<file path="src/rtl/sky_pixel_writer.sv">
// Framebuffer writer for the sky/shading colour path: 4x4 ordered dither,
// 24-bit {B,G,R} to BGR555, one word per pixel with a single bubble-collapsing output register.
//
// state | meaning
// IDLE  | waiting for start; base address captured on start
// RUN   | accepting colours, one write per accepted pixel
// DRAIN | last pixel accepted; holding its write until the framebuffer takes it
module sky_pixel_writer #(
    parameter int WIDTH     = 200,
    parameter int HEIGHT    = 160,
    parameter int ADDR_BITS = 16,
    parameter bit DITHER_EN = 1'b1
) (
    input  logic                 clock,
    input  logic                 reset,
    input  logic                 start,
    input  logic [ADDR_BITS-1:0] base_addr,
    input  logic                 in_valid,
    output logic                 in_ready,
    input  logic [23:0]          in_colour,
    output logic                 fb_write,
    input  logic                 fb_ready,
    output logic [ADDR_BITS-1:0] fb_addr,
    output logic [15:0]          fb_data,
    output logic                 busy,
    output logic                 frame_done
);

    localparam int XW = (WIDTH  > 4) ? $clog2(WIDTH)      : 2;
    localparam int YW = (HEIGHT > 4) ? $clog2(HEIGHT + 1) : 3;

    localparam logic [1:0] S_IDLE  = 2'd0;
    localparam logic [1:0] S_RUN   = 2'd1;
    localparam logic [1:0] S_DRAIN = 2'd2;

    logic [1:0]           state;
    logic [XW-1:0]        x;
    logic [YW-1:0]        y;
    logic [ADDR_BITS-1:0] addr_cnt;
    logic                 in_hs;
    logic                 fb_acc;
    logic                 last_px;
    logic [2:0]           m_half;
    logic [2:0]           dith;
    logic [15:0]          pix_bgr;

    assign in_ready   = (state == S_RUN) && (!fb_write || fb_ready);
    assign in_hs      = in_valid && in_ready;
    assign fb_acc     = fb_write && fb_ready;
    assign busy       = (state != S_IDLE);
    assign frame_done = (state == S_DRAIN) && fb_acc;
    assign last_px    = (x == XW'(WIDTH - 1)) && (y == YW'(HEIGHT - 1));

    // Bayer matrix already halved, so the offset range is 0..7.
    always_comb begin
        m_half = 3'd0;
        case ({y[1:0], x[1:0]})
            4'h0: m_half = 3'd0;  4'h1: m_half = 3'd4;  4'h2: m_half = 3'd1;  4'h3: m_half = 3'd5;
            4'h4: m_half = 3'd6;  4'h5: m_half = 3'd2;  4'h6: m_half = 3'd7;  4'h7: m_half = 3'd3;
            4'h8: m_half = 3'd1;  4'h9: m_half = 3'd5;  4'hA: m_half = 3'd0;  4'hB: m_half = 3'd4;
            4'hC: m_half = 3'd7;  4'hD: m_half = 3'd3;  4'hE: m_half = 3'd6;  4'hF: m_half = 3'd2;
            default: m_half = 3'd0;
        endcase
    end

    assign dith = DITHER_EN ? m_half : 3'd0;

    function automatic logic [4:0] chan5(input logic [7:0] c, input logic [2:0] d);
        logic [8:0] s;
        s = {1'b0, c} + {6'd0, d};
        return s[8] ? 5'h1F : s[7:3];
    endfunction

    assign pix_bgr = {1'b0, chan5(in_colour[23:16], dith),
                      chan5(in_colour[15:8], dith), chan5(in_colour[7:0], dith)};

    always_ff @(posedge clock) begin
        if (reset) begin
            state    <= S_IDLE;
            x        <= '0;
            y        <= '0;
            addr_cnt <= '0;
            fb_write <= 1'b0;
            fb_addr  <= '0;
            fb_data  <= '0;
        end else begin
            case (state)
                S_IDLE: begin
                    if (start) begin
                        addr_cnt <= base_addr;
                        x        <= '0;
                        y        <= '0;
                        state    <= S_RUN;
                    end
                end
                S_RUN: begin
                    if (in_hs) begin
                        fb_write <= 1'b1;
                        fb_addr  <= addr_cnt;
                        fb_data  <= pix_bgr;
                        addr_cnt <= addr_cnt + 1'b1;
                        if (x == XW'(WIDTH - 1)) begin
                            x <= '0;
                            y <= y + 1'b1;
                        end else begin
                            x <= x + 1'b1;
                        end
                        if (last_px)
                            state <= S_DRAIN;
                    end else if (fb_acc) begin
                        fb_write <= 1'b0;
                    end
                end
                S_DRAIN: begin
                    if (fb_acc) begin
                        fb_write <= 1'b0;
                        state    <= S_IDLE;
                    end
                end
                default: state <= S_IDLE;
            endcase
        end
    end

endmodule

</file>
<file path="config.mk">
export PLATFORM = sky130hd
export DESIGN_NAME = sky_pixel_writer
export DESIGN_NICKNAME = d
export VERILOG_FILES = /design/src/rtl/sky_pixel_writer.sv
export SDC_FILE = /design/constraint.sdc
export NUM_CORES = 1
export LEC_CHECK = 0
export ABC_AREA = 1
export BUFFER_PORTS_ARGS = -buffer_cell sky130_fd_sc_hd__buf_2
export CAP_MARGIN = 20
export CORE_ASPECT_RATIO = 1.25
export CORE_MARGIN = 2
export CORE_UTILIZATION = 51
export CTS_BUF_LIST = sky130_fd_sc_hd__clkbuf_4
export CTS_CLUSTER_SIZE = 12
export DETAILED_ROUTE_END_ITERATION = 8
export GPL_TIMING_DRIVEN = 0
export MAX_ROUTING_LAYER = met4
export PLACE_DENSITY = 0.89
export SETUP_SLACK_MARGIN = 0.02
export SKIP_LAST_GASP = 1
export SLEW_MARGIN = 40
export SYNTH_ARGS = -nofsm -noshare
export SYNTH_HDL_FRONTEND = slang
export SYNTH_SLANG_ARGS = --single-unit
export TNS_END_PERCENT = 10
</file>
<file path="constraint.sdc">
create_clock -name clock -period 1.5 [get_ports clock]
set_input_delay 0.15 -clock clock [delete_from_list [all_inputs] [get_ports clock]]
set_output_delay 0.15 -clock clock [all_outputs]
set_load 0.05 [all_outputs]
</file>
# ---- Word-level counts from Yosys, hierarchy flattened
# Memory sizes are Yosys's and may differ from the RTL's.
# Cells that the tools add are included.
dict set report totals {
  regBits 66
  rom_bits 48
  in_bits 45
  out_inout_bits 36
  wordCells 59
  memories 1
}
dict set report classes {
  add_sub_neg 6
  n_eq_ne 9
  n_mux 21
  reduce_logical 15
}
# name words width read_ports rd_ports_with_merged_regs wr line_no
set mem_list {}
lappend mem_list {{(name not given)} 16 3 1 0 0 57} ;# case ({y[1:0], x[1:0]})
# operator count
set op_table {}
lappend op_table {{2-to-1 mux 8 bit} 5}
lappend op_table {{2-to-1 mux 16 bit} 2}
lappend op_table {{one-hot mux 16 bit (2 select lines)} 1}
lappend op_table {{one-hot mux 8 bit (2 select lines)} 2}
lappend op_table {{adder 8 x 3 -> 9 bit} 3}
lappend op_table {{adder 16 x 1 -> 16 bit (second input constant)} 1}
lappend op_table {{adder 8 x 1 -> 8 bit (second input constant)} 2}
lappend op_table {{equality test 8 bit (second input constant)} 2}
lappend op_table {{2-to-1 mux 5 bit} 3}
lappend op_table {{2-to-1 mux 2 bit} 4}
lappend op_table {{inequality test 2 bit (second input constant)} 4}
lappend op_table {{AND reduction 4 bit} 2}
lappend op_table {{one-hot mux 2 bit (3 select lines)} 1}
lappend op_table {{nonzero test 2 bit} 3}
lappend op_table {{logical AND 1 bit} 5}
lappend op_table {{AND reduction 3 bit} 1}
lappend op_table {{equality test 2 x 1 -> 1 bit (second input constant)} 1}
lappend op_table {{equality test 2 bit (second input constant)} 1}
lappend op_table {{logical NOT 2 bit} 1}
lappend op_table {{2-to-1 mux 1 bit} 2}
lappend op_table {{inequality test 2 x 1 -> 1 bit (second input constant)} 1}
lappend op_table {{one-hot mux 1 bit (2 select lines)} 1}
lappend op_table {{AND reduction 2 bit} 1}
lappend op_table {{logical NOT 1 bit} 1}
lappend op_table {{logical OR 1 bit} 1}

# ---- Logic depth before layout (Yosys ltp)
# Gate-level depths: netlist (run 1).
dict set report logic_depth {
  word_depth 6
  ltp_mapped 12
}

# ---- Least setup slack after synthesis (run 1)
# Ideal clock, no wire load.
dict set report synth_path {
  kind {register -> output}
  from {reg fb_write}
  to {out frame_done}
  arrival_ns 1.874
  t_required_ns 1.350
  slack_ns -0.524
  stages_incl_launch_ff 3
  n_path_buf 0
  path_cell_list {dfxtp_1 -> inv_1 -> nor3_1}
}
dict set report synth_between {
  elab_chain_len 2
}
# item line_no
set synth_rtl {}
lappend synth_rtl {{start, declared} 21} ;# output logic fb_write,
lappend synth_rtl {{start signal, assigned} 83} ;# fb_write <= 1'b0;
lappend synth_rtl {{start signal, assigned} 98} ;# fb_write <= 1'b1;
lappend synth_rtl {{start signal, assigned} 111} ;# fb_write <= 1'b0;
lappend synth_rtl {{logical AND 1 bit} 49} ;# assign fb_acc = fb_write && fb_ready;
lappend synth_rtl {{logical AND 1 bit} 51} ;# assign frame_done = (state == S_DRAIN) && fb_acc;
lappend synth_rtl {{end, declared} 26} ;# output logic frame_done
# Every way passes these cells.

# ---- Final worst setup path (run 1)
dict set report layout_path {
  from {reg state[1]}
  to {reg x[2]}
}
dict set report layout_between {
  elab_chain_len 5
}
# item line_no
set layout_rtl {}
lappend layout_rtl {{start, declared} 36} ;# logic [1:0] state;
lappend layout_rtl {{start signal, assigned} 79} ;# state <= S_IDLE;
lappend layout_rtl {{start signal, assigned} 93} ;# state <= S_RUN;
lappend layout_rtl {{start signal, assigned} 109} ;# state <= S_DRAIN;
lappend layout_rtl {{equality test 2 x 1 -> 1 bit} {47, 87}}
lappend layout_rtl {{logical AND 1 bit} 47} ;# assign in_ready = (state == S_RUN) && (!fb_write || fb_ready);
lappend layout_rtl {{logical AND 1 bit} 48} ;# assign in_hs = in_valid && in_ready;
lappend layout_rtl {{inequality test 2 bit (no source line)} -}
lappend layout_rtl {{AND reduction 3 bit (no source line)} -}
lappend layout_rtl {{end signal, assigned} 106} ;# x <= x + 1'b1;
lappend layout_rtl {{end, declared} 37} ;# logic [XW-1:0] x;
# Parallel ways exist; a longest one is shown, timed or not.
# A chain may end at the register's enable or synchronous reset.

==> results of run 1 <==
## per-stage QoR
| step | setup WS [ps] | instance area, µm² | cells | total power, µW |
|---|---|---|---|---|
| detailed placement | -514 | 4420 | 780 | 6350 |
| floorplan | -197 | 3910 | 610 | 5350 |
| CTS | -259 | 4890 | 811 | 8210 |
| finish | -355 | 5110 | 822 | 8890 |
| global route | -376 | 5110 | 822 | 9310 |
| global placement | -508 | 4420 | 780 | 6240 |
## worst max path at each step
stage / slack [ps] / start / to
2_1_floorplan: -200 / state[1]$_SDFFE_PP0P_ / addr_cnt[2]$_SDFFE_PP0P_
6_report: -360 / state[1]$_SDFFE_PP0P_ / x[2]$_SDFFE_PP0P_
3_5_place_dp: -510 / y[0]$_SDFFE_PP0P_ / fb_data[7]$_SDFFE_PP0P_
5_1_grt: -380 / state[1]$_SDFFE_PP0P_ / x[2]$_SDFFE_PP0P_
4_1_cts: -260 / state[1]$_SDFFE_PP0P_ / in_ready
3_3_place_gp: -510 / y[0]$_SDFFE_PP0P_ / fb_data[7]$_SDFFE_PP0P_
## layout make-up
class	instances	area, µm²	share of cell area (%)
Clock buffer	9	67.6	1.32
Clock inverter	7	82.6	1.62
Buffer	23	176	3.45
Multi-Input combinational cell	452	2430	47.6
Timing Repair Buffer	104	616	12.0
Sequential cell	66	1340	26.2
Inverter	69	283	5.54
Tap cell	92	115	2.25
## routing by layer
| layer | vias up | wire length, µm |
|---|---|---|
| li1 | 2197 | - |
| met4 | 0 | 885 |
| met2 | 309 | 6420 |
| met3 | 90 | 1140 |
| met1 | 2149 | 4870 |
| met5 | - | 0 |
## power groups by stage
stage,clock (µW),sequential (µW),combinational [µW]
after floorplan,0,3100,2250
after global placement,0,2590,3650
after detailed placement,0,2600,3750
after CTS,1310,2590,4300
after global routing,1380,2670,5250
final,1320,2630,4940
## repair_timing
| action | CTS | global route |
|---|---|---|
| setup endpoints to repair | 69 | 57 |
| hold buffers | 3 | 0 |
| gates resized for setup | 50 | 37 |
| buffers inserted | 12 | 10 |
| pin swaps | 12 | 13 |
| endpoints found under the hold margin | 3 | 0 |
| cloned | 0 | 1 |
## cell families after synthesis
family / after synthesis
fa+ha+maj: 13
other cells: 1
simple gates: 320
xor+xnor: 5
buf+inv: 92
compound gates: 113
flops: 66
## cell usage in the layout (no fill, tap or decap), drive strengths merged
cell	instances
o21bai	3
inv	72
bufinv	1
nor3	4
o211ai	2
dlygate4sd3	3
dfxtp	66
clkbuf	20
a21oi	59
conb	1
o21ai	45
a31oi	1
nor3b	1
nand3	50
nand3b	2
clkinv	2
nand2	172
ha	13
buf	113
nand4	11
o21a	3
or2	6
xnor2	1
xor2	4
nor2	74
clkinvlp	1
## registers in the layout, summed over array words and instances (netlist names)
register / flops
addr_cnt: 16
fb_addr: 16
fb_data: 15
x: 8
y: 8
state: 2
fb_write: 1
## worst max-delay path: stages (launching register included)
cell,delay (ps)
dfxtp_2,360
inv_4,80
ha_4,170
buf_6,130
inv_8,30
buf_4,140
buf_2,190
nor3_1,350
nand2_1,150
a21oi_1,150
==> results.json, run 1 <==
{
  "outcome": "finished, violations left",
  "failed_checks": "negative setup slack",
  "grt_pass1_wl_um": 19500,
  "grt_pass1_vias": 4280,
  "synth-async-reset-ratio_pct": 0,
  "cp-end-kind": "flop",
  "post-route-min-period_ps": 1860,
  "fin_skew_ps": 26.9,
  "synth_area_um2": 3860,
  "critPathKind": "flop to flop",
  "seq_area_frac_synth_pct": 34.2,
  "cts_tree": "done",
  "drt_wl_total_um": 13300,
  "min_path_type": "input port to flop",
  "synthSimpleGateAreaFrac_pct": 35.4,
  "use_met3_pct": 5.97,
  "worst_pin_slew_ps": 698,
  "drt_first_pass_iters": 5,
  "die_width_um": 81.9,
  "synth_xor_xnor_area_share_pct": 1.13,
  "swShare_pct": 49.2,
  "synth_common_cells": "171 x nand2_1, 72 x nor2_1, 66 x dfxtp_1, 66 x inv_1, 59 x a21oi_1",
  "combPwrFrac_pct": 55.6,
  "antenna_found_initial": 0,
  "yosys.area.top_type_share_pct": 34.2,
  "drc_errors": 0,
  "postLayoutCoreUtil_pct": 69.4,
  "tns_ps": -8100,
  "htreeDepth": 3,
  "clkTransAtPathRegs_ps": 140,
  "n_antenna_cell": 0,
  "grt_use_met2_pct": 51.8,
  "syn_nets": 668,
  "drive_above_1_share_pct": 27.4,
  "synth_edf_count": 0,
  "internal_power_uw": 4510,
  "busiest_layer": "met2",
  "powerDensity_nw_per_um2": 1740,
  "die_area_um2": 8290,
  "drtIter0Drc": 601,
  "yosys.area.top_type": "dfxtp_1",
  "dr_total_vias": 4745,
  "hold_ws_ps": 22.9,
  "required_ps": 1850,
  "nets": 783,
  "fmax_ghz": 0.539,
  "grt_use_total_pct": 31.4,
  "gp_congestion": 0.961,
  "globalRoute.totalOverflow": 0,
  "clk-insertion-delay-late_ps": 440,
  "finalHoldViolations": 0,
  "via_per_inst": 5.77,
  "area_delta_synth_final_pct": 32.2,
  "cts_buffer_depth": 2,
  "die_height_um": 101,
  "setup_viol": 55,
  "synth_top_family_by_area": "simple AND/OR/NAND/NOR gates",
  "reg2reg_to": "x[2]$_SDFFE_PP0P_",
  "slew_viol_final": 0,
  "synth_mux_area_share_pct": 0,
  "min_path_cells": 3,
  "holdCritStartpoint": "in_colour[7]",
  "leakage_uw": 0.00229,
  "antenna_left": 0,
  "synth_flop_cell": "dfxtp_1",
  "port_buffers": 78,
  "rr_startpoint": "state[1]$_SDFFE_PP0P_",
  "fillers": 566,
  "seqPwrFrac_pct": 29.6,
  "cap_violations": 0,
  "postSynthCellCount": 610,
  "ff2ff_setup_slack_ps": -360,
  "netlist_top_cells_area": "dfxtp_1 34%, nand2_1 17%, a21oi_1 7.6%",
  "slew_headroom_pct": 53.5,
  "rsz0062_at_grt": "yes",
  "globalRouteMet1Util_pct": 34.8,
  "synth.distinct_cells": 30,
  "cts.sinks": 66,
  "ff2ff_path_depth": 9,
  "yosysMostFrequentCell": "nand2_1",
  "wire_per_inst_um": 16.2,
  "crit_fanout": 10,
  "synth-compound-area-share_pct": 15.2,
  "hold_path_end": "fb_data[4]$_SDFFE_PP0P_",
  "period_share_pct": 124,
  "boundaryPins": 81,
  "fin_ws_ps": -355,
  "rows": 35,
  "dp_hpwl_um": 8120,
  "avgSynthCellArea_um2": 6.33,
  "cts_buffers": 9,
  "grt_max_degree": 15,
  "start_kind": "flop",
  "core_um2": 7360,
  "yosysWarnings": 0,
  "power.share.clock_pct": 14.8,
  "ys_ff_latch": 66,
  "vdd_ir_drop_max_mv": 1.09,
  "cts-root-buf": "clkbuf_4",
  "p_sw_uw": 4370,
  "start_util_pct": 52.5,
  "cp.arrival_ps": 2210,
  "synth-adder-area-share_pct": 4.21
}
Power figures use the tool's default switching activity.
==> run 2, diff against run 1 <==
--- a/config.mk
+++ b/config.mk
@@ -17,7 +17,7 @@
 export GPL_TIMING_DRIVEN = 0
 export MAX_ROUTING_LAYER = met4
 export PLACE_DENSITY = 0.89
-export SETUP_SLACK_MARGIN = 0.02
+export SETUP_SLACK_MARGIN = 0.05
 export SKIP_LAST_GASP = 1
 export SLEW_MARGIN = 40
 export SYNTH_ARGS = -nofsm -noshare
==> run 2 against run 1 <==
  * The run still ends with negative setup slack left
  * Non-clock buffer count unchanged
  * First-iteration DRC count is 7.0% higher
  * Sequential power about the same
  * Sequential share of layout area about the same
  * Worst hold slack worse by 15 ps
  * Clock power about the same
  * Wire length grew 0.25%
  * Clock skew fell by 2.2 ps
  * Critical path type unchanged
  * Largest cell class unchanged
  * Largest power group unchanged
  * Highest routed layer unchanged
==> results.json, run 2 (synthesis results as in run 1) <==
{
  "setup_viol": 55,
  "drt_wl_total_um": 13300,
  "n_antenna_cell": 0,
  "slew_viol_final": 0,
  "cp.arrival_ps": 2190,
  "final_cells": 822,
  "cap_violations": 0,
  "required_ps": 1860,
  "htreeDepth": 3,
  "rsz0062_at_grt": "yes",
  "rows": 35,
  "dr_total_vias": 4670,
  "fillers": 565,
  "cts_buffers": 9,
  "place_ws_ps": -514,
  "die_area_um2": 8290,
  "cts-root-buf": "clkbuf_4",
  "layout_commonest_cell": "nand2_1",
  "worst_pin_slew_ps": 691,
  "antenna_left": 0,
  "cts_buffer_depth": 2,
  "slew_headroom_pct": 53.9,
  "globalRoute.totalOverflow": 0,
  "core_um2": 7360,
  "wire_per_inst_um": 16.2,
  "fmax_ghz": 0.545,
  "via_per_inst": 5.68,
  "failed_checks": "negative setup slack",
  "area_delta_synth_final_pct": 32.4,
  "powerDensity_nw_per_um2": 1740,
  "grt_max_degree": 15,
  "port_buffers": 78,
  "drtIter0Drc": 643,
  "finalHoldViolations": 0,
  "drive_above_1_share_pct": 27.7,
  "grt_pass1_wl_um": 19500,
  "drt_first_pass_iters": 6,
  "start_util_pct": 52.5,
  "die_height_um": 101,
  "antenna_found_initial": 0,
  "critPathKind": "flop to flop",
  "grt_pass1_vias": 4280,
  "fin_ws_ps": -333,
  "boundaryPins": 81,
  "cts_tree": "done",
  "top_regs": "addr_cnt: 16 flops, fb_addr: 16 flops, fb_data: 15 flops",
  "clk-insertion-delay-late_ps": 450,
  "post-route-min-period_ps": 1830,
  "start_kind": "flop",
  "placedCellCount": 780,
  "dp_hpwl_um": 8120,
  "nets": 783,
  "leakage_uw": 0.00229,
  "crit_fanout": 10,
  "grt_use_total_pct": 31.4,
  "outcome": "finished, violations left",
  "drc_errors": 0,
  "period_share_pct": 122,
  "clkTransAtPathRegs_ps": 140,
  "die_width_um": 81.9,
  "gp_congestion": 0.961,
  "tns_ps": -8300,
  "cp-end-kind": "flop",
  "final_cell_mix": "157 x nand2_1, 80 x buf_2, 69 x nor2_1, 60 x dfxtp_1, 58 x inv_1",
  "cts.sinks": 66,
  "min_path_type": "input port to flop",
  "fin_skew_ps": 24.6,
  "vdd_ir_drop_max_mv": 1.08
}
-- run 2: cell counts in the layout (fill, tap and decap cells not counted) --
No cell type changed its count.
-- run 2: routing by layer --
layer | GRT usage, % | routed length (µm) | vias up
met3 | 5.97 | 1140 | 73
met2 | 51.8 | 6540 | 290
met5 | - | 0 | -
met4 | 18.2 | 760 | 0
li1 | - | - | 2195
met1 | 34.8 | 4900 | 2112
-- run 2: final timing paths --
path                           startpoint                 endpoint  slack [ps]  depth (start not counted)
hold reg to reg   fb_addr[1]$_SDFFE_PP0P_  fb_addr[1]$_SDFFE_PP0P_         470                          2
hold / removal               in_colour[7]  fb_data[4]$_SDFFE_PP0P_           8                          3
setup reg to reg    state[1]$_SDFFE_PP0P_        x[2]$_SDFFE_PP0P_        -330                          9
setup / recovery    state[1]$_SDFFE_PP0P_        x[2]$_SDFFE_PP0P_        -330                          9
-- run 2: cell type report --
class	count	area (µm²)	area share, %
multi-input cells	452	2440	47.7
plain buffers	23	176	3.45
clock inverters	7	82.6	1.61
inverters	69	283	5.53
clock buffers	9	67.6	1.32
flip-flops and latches	66	1340	26.1
well taps	92	115	2.25
repair buffers	104	616	12.0
-- run 2: through the flow --
stage / total power, µW / instance area (µm²) / utilization [%] / hold slack, ps
2_1_floorplan: 5350 / 3910 / - / 322
3_3_place_gp: 6240 / 4420 / 60.1 / 439
4_1_cts: 8210 / 4890 / 66.5 / 2.28
6_report: 8910 / 5110 / 69.5 / 8.41
5_1_grt: 9310 / 5110 / 69.5 / 22.4
3_5_place_dp: 6350 / 4420 / 60.1 / 449
-- run 2: timing repair --
action                                 4_1_cts  5_1_grt
endpoints found under the hold margin        3        0
gates cloned                                 0        1
setup endpoints to repair                   69       61
buffers inserted                            12       10
hold buffers                                 3        0
gates resized for setup                     50       39
pin swaps                                   12       15
-- run 2: power breakdown --
part	total (µW)	switching [µW]	internal, µW
Sequential	2630	441	2190
Combinational	4950	3160	1790
Clock	1320	788	537
-- run 2: critical path: stages, from the launching register on --
cell	delay (ps)
dfxtp_2	360
inv_4	80
ha_4	170
buf_6	130
inv_8	30
buf_4	140
buf_2	200
nor3_1	340
nand2_1	150
a21oi_1	150
